**config.mk**
```make
export PLATFORM = sky130hd
export DESIGN_NAME = fetch_unit
export DESIGN_NICKNAME = d
export VERILOG_FILES = /design/src/rtl/fetch_unit.sv
export SDC_FILE = /design/constraint.sdc
export NUM_CORES = 1
export LEC_CHECK = 0
export CAP_MARGIN = 20
export CORE_MARGIN = 5
export CORE_UTILIZATION = 43
export DETAILED_ROUTE_END_ITERATION = 8
export PLACE_DENSITY = 0.82
export SLEW_MARGIN = 30
export SYNTH_ARGS = -nofsm -noshare
export SYNTH_HDL_FRONTEND = slang
export SYNTH_SLANG_ARGS = --single-unit
```
**constraint.sdc**
```tcl
create_clock -name clk -period 3 [get_ports clk]
set_clock_uncertainty 0.15 [all_clocks]
set_input_delay 0.45 -clock clk [delete_from_list [all_inputs] [get_ports clk]]
set_output_delay 0.45 -clock clk [all_outputs]
set_load 0.02 [all_outputs]
```
**src/rtl/fetch_unit.sv**
```systemverilog
// rtl/fetch_unit.sv - RV32 instruction-fetch stage with a single-outstanding imem request/response port
// Presents a NOP bubble to IF/ID whenever no fetched instruction is held.
module fetch_unit #(
  parameter logic [31:0] RESET_PC  = 32'h0000_0000,
  parameter logic [31:0] NOP_INSTR = 32'h0000_0013
) (
  input  logic        clk,
  input  logic        rst,
  input  logic        StallF,
  input  logic        PCSrcE,
  input  logic [31:0] PCTargetE,
  output logic        imem_req,
  output logic [31:0] imem_addr,
  input  logic        imem_ready,
  input  logic        imem_rvalid,
  input  logic [31:0] imem_rdata,
  output logic [31:0] pc,
  output logic [31:0] Instruction,
  output logic [31:0] PCPlus4,
  output logic        FetchBusy
);

  typedef enum logic [1:0] {
    S_REQ  = 2'd0,
    S_WAIT = 2'd1,
    S_HOLD = 2'd2
  } state_e;

  state_e      state_q, state_d;
  logic [31:0] pc_q, pc_d;
  logic [31:0] instr_q, instr_d;
  logic        kill_q, kill_d;

  logic [31:0] target;
  logic        unused_target_bits;

  assign target             = {PCTargetE[31:2], 2'b00};
  assign unused_target_bits = ^PCTargetE[1:0];

  always_ff @(posedge clk or posedge rst) begin
    if (rst) begin
      state_q <= S_REQ;
      pc_q    <= RESET_PC;
      instr_q <= NOP_INSTR;
      kill_q  <= 1'b0;
    end else begin
      state_q <= state_d;
      pc_q    <= pc_d;
      instr_q <= instr_d;
      kill_q  <= kill_d;
    end
  end

  always_comb begin
    state_d = state_q;
    pc_d    = pc_q;
    instr_d = instr_q;
    kill_d  = kill_q;
    case (state_q)
      S_REQ: begin
        if (PCSrcE) pc_d = target;
        // A redirect on the acceptance edge leaves a stale response in flight.
        if (imem_ready) begin
          state_d = S_WAIT;
          kill_d  = PCSrcE;
        end
      end
      S_WAIT: begin
        if (imem_rvalid) begin
          if (kill_q || PCSrcE) begin
            kill_d  = 1'b0;
            state_d = S_REQ;
            if (PCSrcE) pc_d = target;
          end else begin
            instr_d = imem_rdata;
            state_d = S_HOLD;
          end
        end else if (PCSrcE) begin
          pc_d   = target;
          kill_d = 1'b1;
        end
      end
      S_HOLD: begin
        if (PCSrcE) begin
          pc_d    = target;
          instr_d = NOP_INSTR;
          state_d = S_REQ;
        end else if (!StallF) begin
          pc_d    = pc_q + 32'd4;
          state_d = S_REQ;
        end
      end
      default: state_d = S_REQ;
    endcase
  end

  assign imem_req    = (state_q == S_REQ) && !rst;
  assign imem_addr   = pc_q;
  assign pc          = pc_q;
  assign PCPlus4     = pc_q + 32'd4;
  assign Instruction = (state_q == S_HOLD) ? instr_q : NOP_INSTR;
  assign FetchBusy   = (state_q != S_HOLD);

endmodule

```
==> reports/metrics.cfg <==
[sta]
hold_viol = 0
final.hold.worst_slack_ns = 0.345
period_share_pct = 94.2
fmaxAchievable_mhz = 354
max_slew_margin_pct = 48.8
drv_slew = 0
setup_ws_ns = 0.173
fin_crit_ns = 2.83
setup_tns_ns = 0
rsz0062_at_grt = no
worst_pin_slew_ns = 0.769
setup_viol = 0

[logic_synthesis]
synth_largest_area_cell = dfrtp_1
synth.top_cell.area_share_pct = 34.6
yosys_warnings = 0
synthArstFlopShare_pct = 100
synth_most_common_cell = dfrtp_1
synth_edf_count = 0
avgSynthCellArea_um2 = 9.08
synthCells = 494
seq_area_frac_synth_pct = 36.4
ys_seq_elements = 65
synth.distinct_cells = 61
ys.flop_type = dfrtp_1
yosys-top-cells-area = dfrtp_1 (35%), buf_4 (6.5%), a22o_1 (6.1%), xnor2_1 (4.1%), and2_1 (4.0%)
syn-cell-area_um2 = 4480
synth_commonest_cells = dfrtp_1 (62), nand2_1 (40), buf_4 (39), a22o_1 (31), and2_1 (29)

[global_routing]
overflow = 0
grt_pass1_wl_um = 23100
grt_pass1_vias = 4691
grt_max_degree = 36
grt.total_usage_pct = 22.1
antenna_found_initial = 0

[power]
clkPwrFrac_pct = 19.5
p_per_area_nw_per_um2 = 523
cellLeakagePower_nw = 2.86
power_frac_comb_pct = 41.9
p_sw_mw = 1.30
switching_share_pct = 37.1
vdd_drop_max_v = 0.000276
totalPowerFinal_mw = 3.51
internal-power_mw = 2.21
seq_power_share_pct = 38.5

[placement]
portBuffers = 191
place_ws_ns = 0.105
gp_routability_congestion = 0.832
dp_hpwl_um = 10500

[setup_path]
critPathMaxStageDelay_ns = 0.46
r2r_slack_ns = 0.75
required_ns = 2.40
crit_family = simple AND/OR/NAND/NOR gates
timing.rr.start = state_q[1]
end_kind = output port
reg2reg_depth = 5
worstPathCellList = nand3_4 > nor4_4 > nand3_1 > xnor2_1 > dlygate4sd2_1
cp_slowest_cell = dfrtp_2
crit_buf_inv = 1
cp_max_fo = 10
arrival_ns = 2.23
reg2reg_to = imem_addr[24]
critPathKind = reg2out
cp-start-kind = flip-flop

[clock_tree]
clock_sinks = 65
htree_levels = 3
clkTransAtPathRegs_ns = 0.08
cts_made_buffers = 9
cts_root_buffer = clkbuf_8
insertion_delay_ns = 0.34
clockBufferDepth = 2
cts_tree = yes

[final_layout]
final_core_util_pct = 65.5
final_nets = 742
drive_gt1_share_pct = 16.9
syn2layout_area_growth_pct = 49.5
antenna_cells = 0

[floorplan]
num_io_pins = 200
die_height_um = 112
num_rows = 37
core_um2 = 10200
die_area_um2 = 12600
start_util_pct = 43.8
die_w_um = 112

[worst_hold_path]
hold_end = instr_q[5]
hp-start = instr_q[5]
min_path_type = reg2reg
hold-path-cell-count = 1

[detailed_routing]
drc = 0
via_per_inst = 5.54
postRouteAntennaNets = 0
via_count = 4498
drtPass1Iterations = 5
wl_per_cell_um = 17.7
wl_um = 14400
drt_iter0_markers = 247

[flow_run]
max_cap_violations = 0

[outcome]
outcome = completed

metrics by stage:
step,std cells,area [um^2]
floorplan,499,4500
global placement,789,6420
detailed placement,789,6420
CTS,810,6670
global route,812,6700
finish,812,6700
worst max path at each step:
| stage | start | to | slack (ns) | cells past startpoint |
|---|---|---|---|---|
| floorplan | imem_addr[3] | PCPlus4[28] | 0.39 | 6 |
| global placement | imem_addr[2] | PCPlus4[12] | 0.14 | 6 |
| detailed placement | imem_addr[3] | PCPlus4[12] | 0.10 | 6 |
| CTS | imem_addr[3] | PCPlus4[18] | 0.001 | 6 |
| global route | imem_addr[15] | PCPlus4[31] | 0.01 | 5 |
| finish | imem_addr[10] | PCPlus4[24] | 0.17 | 5 |
final cells by class:
cell class                 instances  area [um^2]
fill                             815         3530
multi-input combinational        336         2370
timing repair buffer             241         2280
sequential                        65         1640
tap                              136          170
clock buffer                      10          138
inverter                          18         67.6
clock inverter                     6         42.5
routing by layer:
metal,global-route usage [%],part of all wire [%],vias to the layer above
li1,-,-,2074
met1,26.7,38,2176
met2,37.1,50,221
met3,7.06,10,27
met4,7.69,1.9,0
met5,0,0,-
kinds of logic after synthesis:
| kind of cell | after synthesis | share of synthesized area (%) |
|---|---|---|
| AND/OR/NAND/NOR | 178 | 24.3 |
| other | 1 | 0.0836 |
| AO/OA/AOI/OAI | 119 | 19.8 |
| buffers and inverters | 98 | 12.7 |
| adder cells (fa/ha/maj) | 1 | 0.279 |
| XOR/XNOR | 25 | 4.88 |
| flip-flops | 65 | 36.4 |
| multiplexers | 7 | 1.56 |
registers in the layout (all words and copies together) (netlist names):
register,cells
kill_q,1
state_q,2
instr_q,32
imem_addr,30
cells in the final DEF, fill, tap and decap left out, types with 7 or more instances in the layout:
cell type,instances
mux2i_1,7
a22o_1,31
or3_1,8
a211oi_1,9
clkdlybuf4s50_1,170
xnor2_1,21
and2_1,29
buf_4,50
a21oi_1,20
dfrtp_1,56
o21ai_0,16
nand3_1,17
clkbuf_8,10
dlygate4sd2_1,16
nand2_1,40
inv_1,17
nor3_1,11
nor2_1,20
power by group through the flow:
stage | Sequential [mW] | Clock (mW) | Combinational [mW]
after CTS | 1.35 | 0.701 | 1.48
after global placement | 1.34 | 0 | 1.45
after floorplan | 1.38 | 0 | 0.825
after global routing | 1.39 | 0.737 | 1.57
after detailed placement | 1.34 | 0 | 1.50
final | 1.35 | 0.685 | 1.47
timing repair:
action	4_1_cts	5_1_grt
hold buffers	0	0
setup endpoints to repair	20	7
pin swaps	4	1
buffers inserted	5	2
resized for setup	28	7
Power figures use the tool's default switching activity.
